===== config.mk =====
export PLATFORM = sky130hd
export DESIGN_NAME = sync_word_tx
export DESIGN_NICKNAME = d
export VERILOG_FILES = /design/src/rtl/sync_word_tx.sv
export SDC_FILE = /design/constraint.sdc
export NUM_CORES = 1
export LEC_CHECK = 0
export BUFFER_PORTS_ARGS = -buffer_cell sky130_fd_sc_hd__buf_4
export CORE_MARGIN = 2
export CORE_UTILIZATION = 30
export DETAILED_ROUTE_END_ITERATION = 10
export GPL_ROUTABILITY_DRIVEN = 1
export HOLD_SLACK_MARGIN = 0.06
export PLACE_DENSITY = 0.57
export SLEW_MARGIN = 20
export SYNTH_ARGS = -nofsm -noshare
export SYNTH_HDL_FRONTEND = slang
export SYNTH_SLANG_ARGS = --single-unit

===== constraint.sdc =====
create_clock -name clk -period 3.2 [get_ports clk]
set_clock_uncertainty 0.2 [all_clocks]
set_input_delay 0.16 -clock clk [delete_from_list [all_inputs] [get_ports clk]]
set_output_delay 0.16 -clock clk [all_outputs]
set_load 0.02 [all_outputs]

===== src/rtl/sync_word_tx.sv =====
// Serial frame transmitter: sync word, then payload (both MSB-first), then an idle-level guard gap.
// Feeds the single-bit line watched by the 12-bit sync-word detector.
module sync_word_tx #(
   parameter int unsigned        SYNC_W     = 12,
   parameter logic [SYNC_W-1:0]  SYNC_WORD  = 12'hEDB,
   parameter int unsigned        PAYLOAD_W  = 8,
   parameter int unsigned        GAP_CYCLES = 2,
   parameter logic               IDLE_LEVEL = 1'b0
) (
   input  logic                 clk,
   input  logic                 rst,
   input  logic                 start,
   input  logic [PAYLOAD_W-1:0] data,
   output logic                 ready,
   output logic                 busy,
   output logic                 out,
   output logic                 done
);

   localparam int unsigned MAX_A = (SYNC_W > PAYLOAD_W) ? SYNC_W : PAYLOAD_W;
   localparam int unsigned MAX_B = (MAX_A > GAP_CYCLES + 1) ? MAX_A : GAP_CYCLES + 1;
   localparam int unsigned CW    = (MAX_B > 1) ? $clog2(MAX_B) : 1;

   typedef enum logic [1:0] {
      S_IDLE,
      S_SYNC,
      S_PAYLOAD,
      S_GAP
   } state_t;

   state_t               state;
   logic [CW-1:0]        cnt;
   logic [PAYLOAD_W-1:0] sh;

   assign ready = (state == S_IDLE);
   assign busy  = (state != S_IDLE);

   // cnt holds the index of the bit currently on the line (sync/payload) or remaining gap cycles
   always_ff @(posedge clk) begin
      if (rst) begin
         state <= S_IDLE;
         out   <= IDLE_LEVEL;
         done  <= 1'b0;
         cnt   <= '0;
         sh    <= '0;
      end else begin
         done <= 1'b0;
         case (state)
            S_IDLE: begin
               out <= IDLE_LEVEL;
               if (start) begin
                  sh    <= data;
                  cnt   <= CW'(SYNC_W - 1);
                  out   <= SYNC_WORD[SYNC_W-1];
                  state <= S_SYNC;
               end
            end
            S_SYNC: begin
               if (cnt == '0) begin
                  out   <= sh[PAYLOAD_W-1];
                  sh    <= sh << 1;
                  cnt   <= CW'(PAYLOAD_W - 1);
                  state <= S_PAYLOAD;
               end else begin
                  out <= SYNC_WORD[cnt - CW'(1)];
                  cnt <= cnt - CW'(1);
               end
            end
            S_PAYLOAD: begin
               if (cnt == '0) begin
                  out  <= IDLE_LEVEL;
                  done <= 1'b1;
                  if (GAP_CYCLES == 0) begin
                     state <= S_IDLE;
                  end else begin
                     cnt   <= CW'(GAP_CYCLES - 1);
                     state <= S_GAP;
                  end
               end else begin
                  out <= sh[PAYLOAD_W-1];
                  sh  <= sh << 1;
                  cnt <= cnt - CW'(1);
               end
            end
            S_GAP: begin
               out <= IDLE_LEVEL;
               if (cnt == '0) begin
                  state <= S_IDLE;
               end else begin
                  cnt <= cnt - CW'(1);
               end
            end
            default: begin
               out   <= IDLE_LEVEL;
               state <= S_IDLE;
            end
         endcase
      end
   end

endmodule

==> metrics.md <==
| Metric | Value |
|---|---|
| Fin area | 1240 um^2 |
| Starting DRT DRC Count | 35 |
| Routed WL per cell | 11.7 um |
| Power density over the cells | 896 nW/um^2 |
| Ys flop type | dfxtp_1 |
| Vias/cell | 4.72 |
| First drt pass iteration count | 4 |
| Clock share of power | 12.5% |
| Gpl congestion | 0.777 |
| Maximum VDD drop | 0.361 mV |
| CTS Buf Count | 3 |
| Final hold violation count | 0 |
| Most common cell in the netlist | dfxtp_1 |
| Slew margin rel. | 62.1% |
| Mapped Nets | 120 |
| Place WS | 0.786 ns |
| Initial Util | 31.6% |
| Unrepaired setup endpoints after global routing | false |
| Cells after synthesis | 101 |
| Non-Filler Instances | 170 |
| Crit Path Category | reg -> reg |
| Max Buffers Root-to-Sink | 2 |
| N_diodes | 0 |
| Fill cells | 323 |
| Sw Ratio | 41.9% |
| Worst setup margin | 0.234 ns |
| Post-synth EDFFs | 0 |
| PostCTS Resize Cnt | 0 |
| Overflow after GRT | 0 |
| Worst slew pin tran | 0.561 ns |
| DIE AREA | 3690 um^2 |
| Gr usage total | 12.4% |
| H-tree Lvls | 1 |
| # rows | 20 |
| Final slew viol count | 0 |
| IO Pins | 15 |
| Clock sink count | 16 |
| Clk Latency, worst-skew pair | 0.29 ns |
| Nature of the critical path endpoint | flop |
| Root Driver | clkbuf_4 |
| Critical Path AT | 2.95 ns |
| FF+latch count, synth | 16 |
| Outcome | complete, no violations |
| First-pass GRT wire length | 3380 um |
| Worst Path Max Fanout | 16 |
| Remaining DRCs | 0 |
| Unique masters post-synth | 31 |
| Area contributors post-synth | dfxtp_1, ha_1, mux2i_1 |
| Flop pwr share | 29.6% |
| Tmin final | 2.97 ns |
| Crit start category | flop |
| DP HPWL | 1360 um |
| CTS tree | done |
| Via count | 803 |
| Placed Cells | 155 |
| Combinational share of power | 57.9% |
| Clock transition at path regs | 0.10 ns |
| LEAKAGE | 0.522 nW |
| Vias in the first global route | 761 |
| Post-synth top cells | dfxtp_1, nor2_1, mux2i_1 |
| Area Growth Syn to Fin | 28.3% |
| Psw | 0.465 mW |
| Total core area | 3050 um^2 |
| Ys async rst share | 0% |
| WL final | 1990 um |
| Synth Warn # | 0 |
| Share of the synthesized area in the top cell type | 33.2% |
| Total power | 1.11 mW |
| Antenna viol nets, final | 0 |
| Mapped Area | 965 um^2 |
| Final setup fails | 0 |
| Tcrit/Tclk final | 92.7% |
| IO Port Bufs | 14 |
| Hold Crit Class | reg -> reg |
| DIE HEIGHT | 60.7 um |
| Largest net degree at the start of global routing | 17 |
| Max-Cap Viols | 0 |
| Syn avg cell area | 9.55 um^2 |
| Critical Path RT | 3.19 ns |
| Initial antenna violation count | 0 |
| Layout cells sized above 1 | 21.4% |
| Max frequency | 0.337 GHz |
| Area leader, netlist | dfxtp_1 |
| Die width | 60.7 um |
| Seq/Total Area, Yosys | 33.2% |
| P_int | 0.644 mW |
| Area after DPL | 1090 um^2 |
| Total negative slack | 0 ns |
| Nets | 146 |
## routing by layer
| metal | share of wire (%) | up-vias | GRT usage, % |
|---|---|---|---|
| li1 | - | 416 | - |
| met1 | 49 | 372 | 15.4 |
| met2 | 47 | 13 | 20.6 |
| met3 | 3.4 | 2 | 3.84 |
| met4 | 0.70 | 0 | 3.73 |
| met5 | 0 | - | 0 |
## per-stage QoR
step | hold slack (ns) | util (%)
after floorplan | 0.0328 | -
after global placement | 0.244 | 35.7
after detailed placement | 0.250 | 35.7
after CTS | 0.311 | 40.5
after global routing | 0.331 | 40.5
final | 0.310 | 40.5
## worst max-delay path: stages (launching register included)
cell and delay, ns:
dfxtp_1 0.37, inv_1 0.12, ha_1 0.26, or3b_1 0.53
a2111oi_4 0.38, buf_4 0.25, nand2b_1 0.14, a21oi_1 0.06
dlygate4sd3_1 0.55
## path summary, 6_finish.rpt
check	startpoint	to	slack, ns	cells after the start
worst min-delay path	sh[2]	sh[2]	0.31	2
worst max-delay path	cnt[0]	sh[0]	0.23	8
worst max register to register	cnt[0]	sh[0]	0.23	8
worst min register to register	sh[2]	sh[2]	0.31	2
## final cells by class
class                           instances  area, um^2  share of cell area (%)
Multi-Input combinational cell         74         581                    46.9
Sequential cell                        16         320                    25.9
Timing Repair Buffer                   26         223                    18.0
Tap cell                               44        55.1                    4.45
Clock buffer                            4        36.3                    2.93
Inverter                                6        22.5                    1.82
## layout by cell type (no fill, tap or decap), types with 4 or more instances in the layout
cell type | synthesis | final
inv_1 | 6 | 6
a21oi_1 | 8 | 8
nor2_1 | 10 | 10
ha_1 | 8 | 8
dlygate4sd3_1 | 0 | 11
mux2i_1 | 9 | 9
nand2b_1 | 4 | 4
buf_4 | 0 | 15
dfxtp_1 | 16 | 16
a211oi_1 | 7 | 7
## sequential cells by signal (all words and copies together), names as in the netlist
| register | cells |
|---|---|
| cnt | 4 |
| done | 1 |
| out | 1 |
| sh | 8 |
| state | 2 |
## what timing repair did
action	4_1_cts	5_1_grt
hold buffers	11	0
hold endpoints to repair	11	0
buffers inserted	0	0
## kinds of logic (layout without fill, tap and decap cells)
family          Yosys count  in the layout  share of synthesized area [%]
fa+ha+maj                 8              8                           10.4
flops                    16             16                           33.2
simple gates             27             27                           15.0
xor+xnor                  2              2                           1.82
mux                      10             10                           10.5
buf+inv                  11             36                           6.61
compound gates           27             27                           22.4
## power groups by stage
| stage | clock [mW] | sequential [mW] | combinational, mW |
|---|---|---|---|
| 2_1_floorplan | 0 | 0.324 | 0.522 |
| 6_report | 0.139 | 0.328 | 0.642 |
| 3_5_place_dp | 0 | 0.335 | 0.619 |
| 3_3_place_gp | 0 | 0.332 | 0.609 |
| 4_1_cts | 0.145 | 0.330 | 0.643 |
| 5_1_grt | 0.154 | 0.339 | 0.712 |
Note: power is estimated with default switching activity, not from simulation.
